<file path="config.mk">
export PLATFORM = sky130hd
export DESIGN_NAME = adpll_lock_detect
export DESIGN_NICKNAME = d
export VERILOG_FILES = /design/src/rtl/adpll_lock_detect.sv
export SDC_FILE = /design/constraint.sdc
export NUM_CORES = 1
export LEC_CHECK = 0
export CAP_MARGIN = 20
export CORE_MARGIN = 5
export CORE_UTILIZATION = 30
export CTS_CLUSTER_SIZE = 24
export DETAILED_ROUTE_END_ITERATION = 12
export SETUP_SLACK_MARGIN = 0.4
export SLEW_MARGIN = 30
export SYNTH_ARGS = -nofsm -noshare
export SYNTH_HDL_FRONTEND = slang
export SYNTH_SLANG_ARGS = --single-unit
</file>
<file path="constraint.sdc">
create_clock -name clk -period 2.7 [get_ports clk]
set_input_delay 0.675 -clock clk [delete_from_list [all_inputs] [get_ports clk]]
set_output_delay 0.675 -clock clk [all_outputs]
set_load 0.01 [all_outputs]
</file>
<file path="src/rtl/adpll_lock_detect.sv">
// rtl/adpll_lock_detect.sv - ADPLL lock detector: ref/fb edge sync, fb-per-ref window count, lock FSM
module adpll_lock_detect #(
    parameter int LOCK_CYCLES   = 8,
    parameter int UNLOCK_CYCLES = 2,
    parameter int TIMEOUT_W     = 8
) (
    input  logic       clk,
    input  logic       rst_n,
    input  logic       clk_ref,
    input  logic       fb_clk,
    input  logic [4:0] filter_out,
    input  logic       filter_sign,
    input  logic [4:0] lock_thresh,
    input  logic       clr,
    output logic       lock,
    output logic       lost,
    output logic [1:0] state,
    output logic [3:0] fb_per_ref
);
    typedef enum logic [1:0] {
        ST_IDLE   = 2'd0,
        ST_ACQ    = 2'd1,
        ST_LOCKED = 2'd2,
        ST_UNUSED = 2'd3
    } state_t;

    localparam logic [3:0] LOCK_N   = 4'(LOCK_CYCLES);
    localparam logic [3:0] UNLOCK_N = 4'(UNLOCK_CYCLES);

    // bit0 = first sync flop, bit1 = second sync flop, bit2 = edge history
    logic [2:0]           ref_sync_q, fb_sync_q;
    state_t               state_q, state_d;
    logic [3:0]           good_cnt_q, good_cnt_d;
    logic [3:0]           bad_cnt_q, bad_cnt_d;
    logic                 lock_q, lock_d;
    logic                 lost_q, lost_d;
    logic [3:0]           fb_cnt_q, fb_cnt_d;
    logic [3:0]           fb_per_ref_q, fb_per_ref_d;
    logic [TIMEOUT_W-1:0] tmo_q, tmo_d;

    logic ref_edge, fb_edge, tmo_full, good_win;
    logic unused_sign;

    assign unused_sign = filter_sign;
    assign ref_edge    = ref_sync_q[1] & ~ref_sync_q[2];
    assign fb_edge     = fb_sync_q[1] & ~fb_sync_q[2];
    assign tmo_full    = &tmo_q;
    // The sign is deliberately ignored: only the magnitude of the filter output matters.
    assign good_win    = (fb_cnt_q == 4'd1) && (filter_out <= lock_thresh);

    always_comb begin
        fb_per_ref_d = fb_per_ref_q;
        fb_cnt_d     = fb_cnt_q;
        if (ref_edge) begin
            fb_per_ref_d = fb_cnt_q;
            fb_cnt_d     = {3'b000, fb_edge};
        end else if (fb_edge && (fb_cnt_q != 4'hF)) begin
            fb_cnt_d = fb_cnt_q + 4'd1;
        end
    end

    always_comb begin
        state_d    = state_q;
        good_cnt_d = good_cnt_q;
        bad_cnt_d  = bad_cnt_q;
        lock_d     = lock_q;
        lost_d     = clr ? 1'b0 : lost_q;
        tmo_d      = ref_edge ? '0 : tmo_q + 1'b1;

        if (tmo_full) begin
            if (state_q == ST_LOCKED) begin
                lost_d = 1'b1;
            end
            state_d = ST_IDLE;
            lock_d  = 1'b0;
        end else begin
            case (state_q)
                ST_IDLE: begin
                    lock_d = 1'b0;
                    if (ref_edge) begin
                        state_d    = ST_ACQ;
                        good_cnt_d = 4'd0;
                    end
                end
                ST_ACQ: begin
                    if (ref_edge) begin
                        if (!good_win) begin
                            good_cnt_d = 4'd0;
                        end else if (good_cnt_q + 4'd1 == LOCK_N) begin
                            state_d   = ST_LOCKED;
                            lock_d    = 1'b1;
                            bad_cnt_d = 4'd0;
                        end else begin
                            good_cnt_d = good_cnt_q + 4'd1;
                        end
                    end
                end
                ST_LOCKED: begin
                    if (ref_edge) begin
                        if (good_win) begin
                            bad_cnt_d = 4'd0;
                        end else if (bad_cnt_q + 4'd1 == UNLOCK_N) begin
                            state_d    = ST_ACQ;
                            lock_d     = 1'b0;
                            lost_d     = 1'b1;
                            good_cnt_d = 4'd0;
                        end else begin
                            bad_cnt_d = bad_cnt_q + 4'd1;
                        end
                    end
                end
                default: begin
                    state_d = ST_IDLE;
                    lock_d  = 1'b0;
                end
            endcase
        end
    end

    always_ff @(posedge clk) begin
        if (!rst_n) begin
            ref_sync_q   <= 3'b000;
            fb_sync_q    <= 3'b000;
            state_q      <= ST_IDLE;
            good_cnt_q   <= 4'd0;
            bad_cnt_q    <= 4'd0;
            lock_q       <= 1'b0;
            lost_q       <= 1'b0;
            fb_cnt_q     <= 4'd0;
            fb_per_ref_q <= 4'd0;
            tmo_q        <= '0;
        end else begin
            ref_sync_q   <= {ref_sync_q[1:0], clk_ref};
            fb_sync_q    <= {fb_sync_q[1:0], fb_clk};
            state_q      <= state_d;
            good_cnt_q   <= good_cnt_d;
            bad_cnt_q    <= bad_cnt_d;
            lock_q       <= lock_d;
            lost_q       <= lost_d;
            fb_cnt_q     <= fb_cnt_d;
            fb_per_ref_q <= fb_per_ref_d;
            tmo_q        <= tmo_d;
        end
    end

    assign lock       = lock_q;
    assign lost       = lost_q;
    assign state      = state_q;
    assign fb_per_ref = fb_per_ref_q;
endmodule

</file>
==> results.md, run 1 <==
- The library cells used most frequently in the layout, excluding fill and tap cells, are sky130_fd_sc_hd__dfxtp_1 (29), sky130_fd_sc_hd__buf_4 (21), sky130_fd_sc_hd__nand2_1 (18).
- By startpoint and endpoint, the worst setup path is classified as in2reg.
- The initial antenna violation count is 0.
- The cell area that synthesis handed to floorplanning was 1800 sq um.
- The internal portion of the total power is 987 uW.
- The number of cell instances on the worst register-to-register path is 7.
- The number of standard-cell rows in the floorplan is 28.
- For the worst-skew pair, the clock arrives at the later sink with an insertion delay of 0.29 ns.
- Pin placement for this block handled 24 I/O pins.
- The total of buffers placed on input and output ports is 22.
- Across every metal layer, demand over resource in global routing totals 10.4%.
- The area used by sequential logic in the layout is 692 sq um.
- Counting the fill cells in the layout gives 566.
- Entering global routing, the biggest net connects 17 pins.
- The TritonCTS buffer count is 5.
- The utilization after layout is 43.7%.
- The post-route worst hold slack is 0.433 ns.
- The final number of setup-violating endpoints is 0.
- The worst setup path is launched from a primary input.
- The number of iterations in the first detailed-routing pass is 4.
- The setup check on the worst reg-to-reg path leaves a slack of 0.47 ns.
- The tree built by TritonCTS fans out to 34 sinks.
- The initial core utilization is 30.6%.
- VDD sags by at most 0.000197 V.
- In this run, synthesis produced a sequential element count of 34.
- The launch point of the worst reg-to-reg path is bad_cnt_q[0]$_SDFFE_PN0P_.
- The end of the worst register-to-register path is state[1]$_SDFFE_PP0P_.
- The worst slew margin relative to its limit is 70.0%.
- The clock slew at the register clock pins of the worst setup and hold paths is 0.07 ns.
- After floorplanning, the core was sized to cover 5890 sq um.
- The via count is 1539.
- Once placement finished, the instance area stood at 2280 sq um.
- The buffer cell driving the clock tree root is sky130_fd_sc_hd__clkbuf_8.
- Summing the areas of all xor and xnor instances in the mapped netlist gives 3.40% of the synthesized area.
- The cell count after synthesis came out at 206.
- When the netlist entered floorplanning its net count stood at 237.
- From left edge to right edge, the die measures 87.5 um.
- In this run switching power makes up 21.9% of total power.
- Max-cap violations in this run came to 0.
- Summed over all nets, the half-perimeter wirelength after detailed placement is 2730 um.
- Cells with a size suffix above 1 make up 30.2% of the layout.
- Among all flip-flop cells after synthesis, the most frequent one is sky130_fd_sc_hd__dfxtp_1.
- The number of global-route vias before repair came to 1408.
- Static timing analysis puts the maximum clock frequency at 0.438 GHz.
- The number of synthesized flops with an enable pin is 0.
- The worst path uses 84.6% of the clock period.
- Across the routed clock network, the largest skew measured is 0.00580 ns.
- The clock network accounts for 46.5% of the total power.
- The worst path needs 2.28 ns of the cycle, external delays included.
- Along the worst hold path, the cell count comes to 1.
- The peak fanout along the critical path is 3.
- After detailed routing, the number of remaining DRC violations is 0.
- Summing the areas of all compound-gate instances in the mapped netlist gives 18.3% of the synthesized area.
- A synthesized cell averages 8.75 sq um.
- Setup repair after global routing could not meet its margin everywhere.
- At the pin with the least slew margin, the transition time is 0.450 ns.
- The net count reported at finish is 282.
- The remaining antenna violation count after routing is 0.
- The dominant combinational cell family by area after synthesis is simple AND/OR/NAND/NOR gates.
- After global routing the overflow that remains totals 0.
- The switching power summed over all nets is 277 uW.
- The hold violation total from the final report is 0.
- The antenna diode count is 0.
- Counting distinct cell types in the post-synthesis netlist gives 50.
- In the final routed layout, each cell accounts on average for 11.5 um.
- The count of synthesis-stage warnings from yosys is 0.
- The worst path setup slack after routing is 0.416 ns.
- The endpoint of the worst hold-timing path is ref_sync_q[1]$_SDFF_PN0_.
- The arrival time at the worst endpoint is 2.50 ns.
- The tightest min-delay check is of the reg2reg type.
- The vias per cell is 4.71.
- The flow ran to the end, and the final reports show no timing, DRC or antenna violations.
- The maximum buffer depth of the clock tree is 2.
- The clock tree from TritonCTS is built.
- The leakage component of the power is 0.964 nW.
- The floorplan step set the die height to 87.5 um.
- Dividing total power by cell area gives a power density of 492 nW/um^2.
- The sort of element at the end of the critical path is a register.
- The H-tree was split into 2 levels.
- Registers are responsible for 41.4% of the overall power.
- The proportion of synthesized chip area in sequential cells is 37.8%.
- Prior to clock tree synthesis, the placed netlist has a worst setup slack of -0.385 ns.
- The final cell area excluding filler cells is 2570 sq um.
- The overall die area is 7660 sq um.
- The placer congestion estimate is 0.766.
- The final max-slew violation count is 0.
- The part of the total power dissipated in combinational logic is 12.1%.
- In this run, post-CTS hold repair placed 0 buffers.
- The first global-routing pass estimated 6270 um of wire.
- In this run the most critical hold path is launched from ref_sync_q[0]$_SDFF_PN0_.
- Of the post-synthesis cell area, the part taken by muxes is 0.556%.
- The signed area change from the synthesized netlist to the final layout is 42.6%.
- The library cell used most frequently in the layout, excluding fill and tap cells, is sky130_fd_sc_hd__dfxtp_1.
- The worst path required time is 2.91 ns.
- For this block, the routed nets add up to 3770 um of wire.
- The simple-gate share of the synthesized area is 25.8%.
- The share of synthesized flip-flops with an asynchronous set or reset is 0%.
- For this block, the initial DRC count from the detailed router was 80.
- Of the total synthesized cell area, the portion taken by full adders, half adders and majority gates is 10.4%.
- The combined area of the multi-input logic cells is 1210 sq um.
## routing by layer
metal / GRT usage (%) / share of wire [%] / vias up
met1: 14.7 / 52 / 694
li1: - / - / 822
met3: 2.84 / 3.9 / 5
met5: 0 / 0 / -
met4: 4.60 / 2.0 / 0
met2: 14.6 / 42 / 18
## repair_timing
item,in CTS,in global routing
setup buffers,5,3
setup endpoints to repair,12,7
pin swaps,14,17
hold endpoints to repair,0,0
gates resized for setup,50,22
## how the worst max path moves through the flow
| stage | from | end | slack [ns] | cells past startpoint |
|---|---|---|---|---|
| 2_1_floorplan | lock_thresh[1] | bad_cnt_q[3]$_SDFFE_PN0P_ | 0.35 | 8 |
| 3_5_place_dp | lock_thresh[1] | good_cnt_q[0]$_SDFFE_PN0P_ | -0.39 | 9 |
| 5_1_grt | lock_thresh[2] | bad_cnt_q[3]$_SDFFE_PN0P_ | 0.33 | 10 |
| 4_1_cts | filter_out[3] | bad_cnt_q[3]$_SDFFE_PN0P_ | 0.41 | 8 |
| 3_3_place_gp | lock_thresh[1] | good_cnt_q[0]$_SDFFE_PN0P_ | -0.36 | 9 |
| 6_report | lock_thresh[2] | bad_cnt_q[3]$_SDFFE_PN0P_ | 0.42 | 10 |
## sequential cells by signal, summed over array words and instances (netlist names)
name,count
fb_cnt_q,4
lock,1
lost,1
good_cnt_q,4
tmo_q,8
state,2
ref_sync_q,3
fb_sync_q,3
bad_cnt_q,4
fb_per_ref,4
## cell type report
class,count,share of cell area (%)
Multi-Input combinational cell,154,47.1
Sequential cell,34,26.9
Timing Repair Buffer,43,14.1
Tap cell,75,3.65
Clock buffer,6,3.21
Inverter,13,2.68
Clock inverter,2,2.34
## through the flow
step           total power, mW  setup TNS (ns)  std cells
2_1_floorplan            0.614               0        206
3_3_place_gp             0.670           -2.98        311
3_5_place_dp             0.671           -3.11        311
4_1_cts                   1.27               0        324
5_1_grt                   1.32               0        327
6_report                  1.26               0        327
## Yosys cell counts, types with 4 or more instances
library cell               instances  share of area [%]
sky130_fd_sc_hd__o21ai_0           5                1.4
sky130_fd_sc_hd__or3_1             6                2.1
sky130_fd_sc_hd__xor2_1            4                1.9
sky130_fd_sc_hd__and2_1            8                2.8
sky130_fd_sc_hd__dfxtp_1          34                 38
sky130_fd_sc_hd__nor2_1           14                2.9
sky130_fd_sc_hd__ha_1             15                 10
sky130_fd_sc_hd__nand3_1          12                3.3
sky130_fd_sc_hd__inv_1            12                2.5
sky130_fd_sc_hd__nand2_1          19                4.0
sky130_fd_sc_hd__clkbuf_1          5                1.0
sky130_fd_sc_hd__a21oi_1          17                4.7
## power groups by stage
| stage | logic [mW] | clock network, mW | registers, mW |
|---|---|---|---|
| global placement | 0.134 | 0 | 0.536 |
| detailed placement | 0.134 | 0 | 0.536 |
| finish | 0.153 | 0.587 | 0.523 |
| global route | 0.172 | 0.622 | 0.525 |
| CTS | 0.141 | 0.605 | 0.524 |
| floorplan | 0.0793 | 0 | 0.535 |
## kinds of logic (layout without fill, tap and decap cells)
kind of cell / count (synthesis) / after routing
AO/OA/AOI/OAI: 48 / 48
flip-flops: 34 / 34
adder cells (fa/ha/maj): 15 / 15
XOR/XNOR: 7 / 7
multiplexers: 1 / 1
AND/OR/NAND/NOR: 83 / 83
buffers and inverters: 18 / 64
## worst max-delay path, cell delays in order
cell and delay [ns]:
sky130_fd_sc_hd__buf_6 0.09, sky130_fd_sc_hd__inv_4 0.04, sky130_fd_sc_hd__ha_4 0.19, sky130_fd_sc_hd__and3_4 0.17, sky130_fd_sc_hd__nand4_1 0.13, sky130_fd_sc_hd__buf_4 0.14, sky130_fd_sc_hd__o2111ai_4 0.12, sky130_fd_sc_hd__or4b_4 0.54
sky130_fd_sc_hd__or3_1 0.31, sky130_fd_sc_hd__o211ai_1 0.09
(Power assumes the default switching activity.)
==> run 2: changes to the inputs <==
==> constraint.sdc (replaced) <==
create_clock -name clk -period 2.35 [get_ports clk]
set_input_delay 0.5875 -clock clk [delete_from_list [all_inputs] [get_ports clk]]
set_output_delay 0.5875 -clock clk [all_outputs]
set_load 0.01 [all_outputs]
==> run 2 against run 1 <==
Non-clock buffer count up 16. Die area is the same. Clock skew grew 0.0017 ns. Sequential cell count is the same. Core utilization grew 3.6 points. Largest cell class unchanged. Largest power group unchanged.
==> results.md, run 2 (synthesis gave the netlist of run 1 again) <==
- The maximum number of pins on one net before global-route repair is 17 (unchanged).
- The setup TNS is 0 ns (unchanged).
- The number of cell instances on the worst register-to-register path is 8 (+1).
- The slew at the pin closest to its max-slew limit is 0.363 ns (-0.0876 ns).
- The clock tree from TritonCTS is built.
- The number of max-capacitance violations reported is 0 (unchanged).
- The ratio of final minimum period to clock period is 91.7%.
- The buffer cell driving the clock tree root is sky130_fd_sc_hd__clkbuf_8.
- The critical hold path startpoint is ref_sync_q[0]$_SDFF_PN0_.
- The post-route DRC violation count is 0 (unchanged).
- The wire length after detailed routing is 4190 um (+11%).
- The number of global-route vias before repair was 1569 (+11%).
- The flip-flop count of the largest register, all copies and words added is 8 (unchanged).
- Compared with the post-synthesis result, the final layout area differs by 54.4%.
- The total global routing track utilization is 11.6% (+1.2 points).
- The antenna diode count is 0 (unchanged).
- Leaving out fill and tap cells, the most frequent cell in the layout is sky130_fd_sc_hd__buf_4.
- The routed length on met1 is 2000 um (+2.9%).
- The dominant delay contributor by cell family on the critical path is simple AND/OR/NAND/NOR gates.
- The end of the worst register-to-register path is good_cnt_q[0]$_SDFFE_PN0P_.
- The number of standard-cell rows in the floorplan was 28 (unchanged).
- The number of clock sinks seen by CTS is 34 (unchanged).
- For the finished layout, the period the worst path requires is 2.16 ns.
- The worst hold path cell count is 1 (unchanged).
- The placer congestion estimate is 0.819 (+6.9%).
- The post-route clock skew is 0.00752 ns (+0.00172 ns).
- The overall die area was 7660 sq um (unchanged).
- The utilization after layout came to 47.3% (+3.6 points).
- The remaining antenna violation count after routing is 0 (unchanged).
- The peak supply drop is 0.000254 V (+29%).
- The biggest cell delay along the critical path is 0.46 ns (-0.08 ns).
- The total of buffers placed on input and output ports is 22 (unchanged).
- The worst path required time came to 2.57 ns (-0.34 ns).
- The height of the die is 87.5 um (unchanged).
- The post-detailed-placement half-perimeter wirelength is 2850 um (+4.5%).
- The worst slew margin relative to its limit is 75.7% (+5.7 points).
- The final number of setup-violating endpoints came to 0 (unchanged).
- The peak fanout along the critical path is 3 (unchanged).
- The number of iterations in the first detailed-routing pass is 4 (unchanged).
- The global-route congestion overflow total is 0 (unchanged).
- The critical path launch point type is a register.
- The top routing layer in use is met4.
- The min-delay analysis places its worst path in the category reg2reg.
- The vias per cell was 4.84 (+2.8%).
- The type of the worst setup path is reg2reg.
- The leakage component of the power came to 1.07 nW (+11%).
- The number of ports placed on the die boundary came to 24 (unchanged).
- The maximum buffer depth of the clock tree is 2 (unchanged).
- The met3 layer wire length in the routed design came to 183 um (+24%).
- The initial antenna violation count is 0 (unchanged).
- The source-to-sink clock delay at the later pin of the worst-skew pair is 0.29 ns (about the same).
- The floorplan die width came to 87.5 um (unchanged).
- The combined buffer and inverter count along the critical path is 1 (-2).
- The run finished with clean final reports.
- The sort of element at the end of the critical path is a register.
- Setup repair after global routing could not meet its margin everywhere.
- The top cell types in the final layout, fill and taps aside, are sky130_fd_sc_hd__buf_4 (34), sky130_fd_sc_hd__dfxtp_1 (28), sky130_fd_sc_hd__nand2_1 (16).
- The area of the core region is 5890 sq um (unchanged).
- The fraction of layout cells with a size suffix above 1 is 39.9% (+9.8 points).
- The slowest cell on the critical path is sky130_fd_sc_hd__or4b_1.
- The maximum clock rate is 0.464 GHz.
- The endpoint of the worst hold-timing path is ref_sync_q[1]$_SDFF_PN0_.
- The final max-slew violation count is 0 (unchanged).
- The initial core utilization came to 30.6% (unchanged).
- The via count was 1659 (+7.8%).
- The quantity of hold-fixing buffers added after cts was 0 (unchanged).
- The DRC marker count from the first detailed-route iteration is 46 (-43%).
- The routed wire length on met2 is 1950 um (+22%).
- The register name with the most flops is tmo_q.
- The critical path goes through inv_2, ha_2, or3_4, a21oi_2, nand2_1, or4b_1, or3_4, a21oi_2.
- The total number of H-tree levels was 2 (unchanged).
- The launch point of the worst reg-to-reg path is state[0]$_SDFFE_PP0P_.
- The hold violation total from the final report is 0 (unchanged).
- The TritonCTS buffer count is 5 (unchanged).
- The arrival time at the worst endpoint is 2.37 ns (-0.13 ns).
- The reg-to-reg setup timing slack is 0.19 ns (-0.28 ns).
- The clock slew at the register clock pins of the worst setup and hold paths is 0.07 ns (about the same).
- The net count reported at finish is 298 (+5.7%).
- The power density over the cells was 518 nW/um^2 (+5.3%).
- The global-route wire length before repair was 7080 um (+13%).
- The post-detailed-route wirelength per cell was 12.2 um (+5.8%).
[run 2: power by group]
part | internal (mW) | switching (mW)
clock | 0.425 | 0.219
combinational | 0.107 | 0.0924
sequential | 0.586 | 0.0105
total | 1.12 | 0.322
[run 2: layout make-up]
cell class,instances,area (sq um)
fill,545,3100
multi-input combinational,154,1280
sequential,34,701
timing repair buffer,59,507
tap,75,93.8
clock buffer,5,68.8
clock inverter,3,68.8
inverter,13,66.3
[run 2: worst reg2reg max path, cell delays in order (launching register included)]
cell	delay [ns]
sky130_fd_sc_hd__dfxtp_4	0.36
sky130_fd_sc_hd__inv_2	0.06
sky130_fd_sc_hd__ha_2	0.21
sky130_fd_sc_hd__or3_4	0.33
sky130_fd_sc_hd__a21oi_2	0.14
sky130_fd_sc_hd__nand2_1	0.08
sky130_fd_sc_hd__or4b_1	0.46
sky130_fd_sc_hd__or3_4	0.34
sky130_fd_sc_hd__a21oi_2	0.11
[run 2: how the worst max path moves through the flow]
stage	start	to	slack (ns)	cells past startpoint
after global routing	state[0]$_SDFFE_PP0P_	good_cnt_q[0]$_SDFFE_PN0P_	0.11	8
final	state[0]$_SDFFE_PP0P_	good_cnt_q[0]$_SDFFE_PN0P_	0.19	8
after CTS	filter_out[2]	good_cnt_q[0]$_SDFFE_PN0P_	0.18	8
after detailed placement	lock_thresh[1]	good_cnt_q[0]$_SDFFE_PN0P_	-0.65	9
after floorplan	lock_thresh[1]	bad_cnt_q[3]$_SDFFE_PN0P_	0.09	8
after global placement	lock_thresh[1]	good_cnt_q[0]$_SDFFE_PN0P_	-0.60	9
[run 2: timing repair]
item | 4_1_cts | 5_1_grt
buffers inserted | 19 | 3
gates resized for setup | 79 | 17
setup endpoints to repair | 12 | 12
pin swaps | 28 | 15
hold endpoints to repair | 0 | 0
[run 2: routing by layer]
layer / global-route usage (%) / up-vias
li1: - / 856
met1: 15.2 / 777
met2: 18.4 / 20
met3: 3.31 / 6
met4: 3.35 / 0
met5: 0 / -
[run 2: through the flow]
stage / instance area (sq um) / hold WS, ns / instances / total power, mW / setup slack, ns
floorplan: 1890 / 0.412 / 206 / 0.706 / 0.0858
global placement: 2300 / 0.414 / 313 / 0.773 / -0.604
detailed placement: 2300 / 0.419 / 313 / 0.775 / -0.645
CTS: 2700 / 0.434 / 340 / 1.45 / 0.178
global route: 2780 / 0.445 / 343 / 1.50 / 0.107
finish: 2780 / 0.435 / 343 / 1.44 / 0.194
==> run 3: changes to the inputs <==
--- a/config.mk
+++ b/config.mk
@@ -6,7 +6,7 @@
 export NUM_CORES = 1
 export LEC_CHECK = 0
 export CAP_MARGIN = 20
-export CORE_MARGIN = 5
+export CORE_MARGIN = 2
 export CORE_UTILIZATION = 30
 export CTS_CLUSTER_SIZE = 24
 export DETAILED_ROUTE_END_ITERATION = 12
==> run 3 against run 2 <==
Critical path depth unchanged. Sequential cell count did not move. Design area rose by 1.3%. Clock power increased by 2%. Hold slack lost 0.0025 ns. Setup slack got worse by 0.061 ns. First-iteration DRC count up 41%. Critical endpoint unchanged. Largest power group unchanged.
==> results.md, run 3 (synthesis gave the netlist of run 1 again) <==
- The total of buffers placed on input and output ports is 22 (unchanged).
- The height of the die is 81.5 um (-6.9%).
- The number of global-route vias before repair came to 1595 (+1.7%).
- In this run the worst setup path terminates at good_cnt_q[0]$_SDFFE_PN0P_.
- The remaining antenna violation count after routing is 0 (unchanged).
- The routed length on met1 is 2130 um (+6.1%).
- The source-to-sink clock delay at the later pin of the worst-skew pair was 0.30 ns (about the same).
- The number of cell instances on the worst register-to-register path is 8 (unchanged).
- The startpoint identified for the worst hold timing path is tmo_q[0]$_SDFF_PP0_.
- The TritonCTS buffer count came to 5 (unchanged).
- The number of standard-cell rows in the floorplan is 28 (unchanged).
- The worst setup path is of the in2reg kind.
- In this run the critical register-to-register path is captured at good_cnt_q[0]$_SDFFE_PN0P_.
- The signed area change from the synthesized netlist to the final layout is 56.4%.
- The fraction of layout cells with a size suffix above 1 is 41.1% (+1.2 points).
- The buffer cell driving the clock tree root is sky130_fd_sc_hd__clkbuf_8.
- The arrival time at the worst endpoint came to 2.45 ns (+0.08 ns).
- The antenna diode count is 0 (unchanged).
- The launch point of the worst reg-to-reg path is state[1]$_SDFFE_PP0P_.
- The post-route clock skew is 0.0113 ns (+0.00382 ns).
- The post-detailed-placement half-perimeter wirelength is 2880 um (+1.1%).
- The routed wire length on met2 is 2150 um (+10%).
- Counting flops per register, the top entry is tmo_q.
- The final max-slew violation count is 0 (unchanged).
- The peak fanout along the critical path is 3 (unchanged).
- The maximum buffer depth of the clock tree is 2 (unchanged).
- The number of max-capacitance violations reported is 0 (unchanged).
- The vias per cell is 4.91 (+1.4%).
- The flip-flop count of the largest register, all copies and words added is 8 (unchanged).
- The floorplan die width came to 81.5 um (-6.9%).
- The global-route congestion overflow total is 0 (unchanged).
- The slew at the pin closest to its max-slew limit is 0.367 ns (+0.00448 ns).
- The hold violation total from the final report is 0 (unchanged).
- The initial antenna violation count is 0 (unchanged).
- The final number of setup-violating endpoints is 0 (unchanged).
- The global-route wire length before repair is 7220 um (+2.0%).
- The clock slew at the register clock pins of the worst setup and hold paths came to 0.08 ns (about the same).
- The via count came to 1668 (+0.54%).
- The number of ports placed on the die boundary is 24 (unchanged).
- Tracing the worst setup path back leads to its startpoint at filter_out[4].
- The most frequent standard cell in the layout excluding fill and tap cells is sky130_fd_sc_hd__buf_4.
- The wire length after detailed routing is 4480 um (+6.9%).
- The net count reported at finish came to 295 (-1.0%).
- The leakage component of the power was 1.06 nW (-0.72%).
- The number of clock sinks seen by CTS is 34 (unchanged).
- The total number of H-tree levels was 2 (unchanged).
- The DRC marker count from the first detailed-route iteration is 65 (+41%).
- The utilization after layout was 48.2% (+0.90 points).
- The initial core utilization is 30.8% (+0.18 points).
- The maximum clock rate came to 0.451 GHz (-2.8%).
- The placer congestion estimate is 0.757 (-7.6%).
- The clock tree from TritonCTS is built.
- The overall die area came to 6640 sq um (-13%).
- The final cell count without fillers is 340 (-0.87%).
- Leaving out fill and tap cells, the most frequent cells in the layout are sky130_fd_sc_hd__buf_4 (30), sky130_fd_sc_hd__dfxtp_1 (26), sky130_fd_sc_hd__nand2_1 (16).
- The highest layer touched by signal routing is met4.
- The total global routing track utilization is 14.1% (+2.6 points).
- The worst min-delay path category is reg2reg.
- The post-detailed-route wirelength per cell is 13.2 um (+7.9%).
- The post-route DRC violation count is 0 (unchanged).
- The instance count after placement with tap cells included is 313 (unchanged).
- The area of the core region is 5850 sq um (-0.60%).
- The sort of element at the end of the critical path is a register.
- The worst path required time is 2.59 ns (+0.02 ns).
- The reg-to-reg setup timing slack is 0.15 ns (-0.04 ns).
- The met3 layer wire length in the routed design is 121 um (-34%).
- The run finished with clean final reports.
- The maximum number of pins on one net before global-route repair is 17 (unchanged).
- The critical path launch point type is a primary input.
- Setup repair after global routing could not meet its margin everywhere.
- The clock period minus worst slack is 2.22 ns (+0.0612 ns).
- The worst slew margin relative to its limit is 75.4% (-0.30 points).
- The power density over the cells is 517 nW/um^2 (about the same).
- The number of iterations in the first detailed-routing pass is 4 (unchanged).
- The peak supply drop is 0.000210 V (-17%).
- The ratio of final minimum period to clock period is 94.3% (+2.6 points).
run 3: cell count changes in the layout (fill, tap and decap cells not counted), sizes merged:
cell	delta
buf	-3
run 3: where the power goes:
group,switching (mW),internal [mW],total (mW)
clock,0.230,0.425,0.655
combinational,0.0963,0.107,0.203
sequential,0.0126,0.587,0.600
total,0.339,1.12,1.46
run 3: critical path, stage by stage:
cell and delay [ns]:
sky130_fd_sc_hd__buf_6 0.10, sky130_fd_sc_hd__ha_4 0.23, sky130_fd_sc_hd__a21oi_1 0.20, sky130_fd_sc_hd__nand2_2 0.11
sky130_fd_sc_hd__o21a_1 0.24, sky130_fd_sc_hd__or4b_4 0.52, sky130_fd_sc_hd__or3_4 0.35, sky130_fd_sc_hd__a21oi_2 0.12
run 3: area by class of cell:
cell class / count / area, sq um
clock buffers: 5 / 68.8
repair buffers: 56 / 494
multi-input cells: 154 / 1310
well taps: 75 / 93.8
fillers: 550 / 3030
flip-flops and latches: 34 / 703
inverters: 13 / 76.3
clock inverters: 3 / 68.8
run 3: how the worst min path moves through the flow:
stage | cells after the start | end
after floorplan | 1 | fb_sync_q[1]$_SDFF_PN0_
after global placement | 1 | fb_sync_q[1]$_SDFF_PN0_
after detailed placement | 1 | ref_sync_q[1]$_SDFF_PN0_
after CTS | 1 | tmo_q[0]$_SDFF_PP0_
after global routing | 1 | tmo_q[0]$_SDFF_PP0_
final | 1 | tmo_q[0]$_SDFF_PP0_
run 3: routing by layer:
metal	GRT usage, %	vias to the layer above
li1	-	857
met1	18.5	778
met2	23.0	27
met3	3.30	6
met4	4.58	0
met5	0	-
run 3: timing repair:
action                                  CTS  global route
pin swaps                                30            23
buffers inserted                         15             4
resized for setup                        89            22
hold buffers                              0             0
endpoints found under the setup margin   12            12
run 3: stage by stage:
stage	cell area (sq um)	total power, mW	setup WS (ns)	hold WS, ns	setup TNS, ns
detailed placement	2300	0.776	-0.659	0.419	-6.11
global placement	2300	0.773	-0.602	0.414	-5.73
floorplan	1890	0.706	0.0858	0.412	0
finish	2820	1.46	0.133	0.432	0
CTS	2690	1.45	0.174	0.433	0
global route	2820	1.53	0.0740	0.454	0
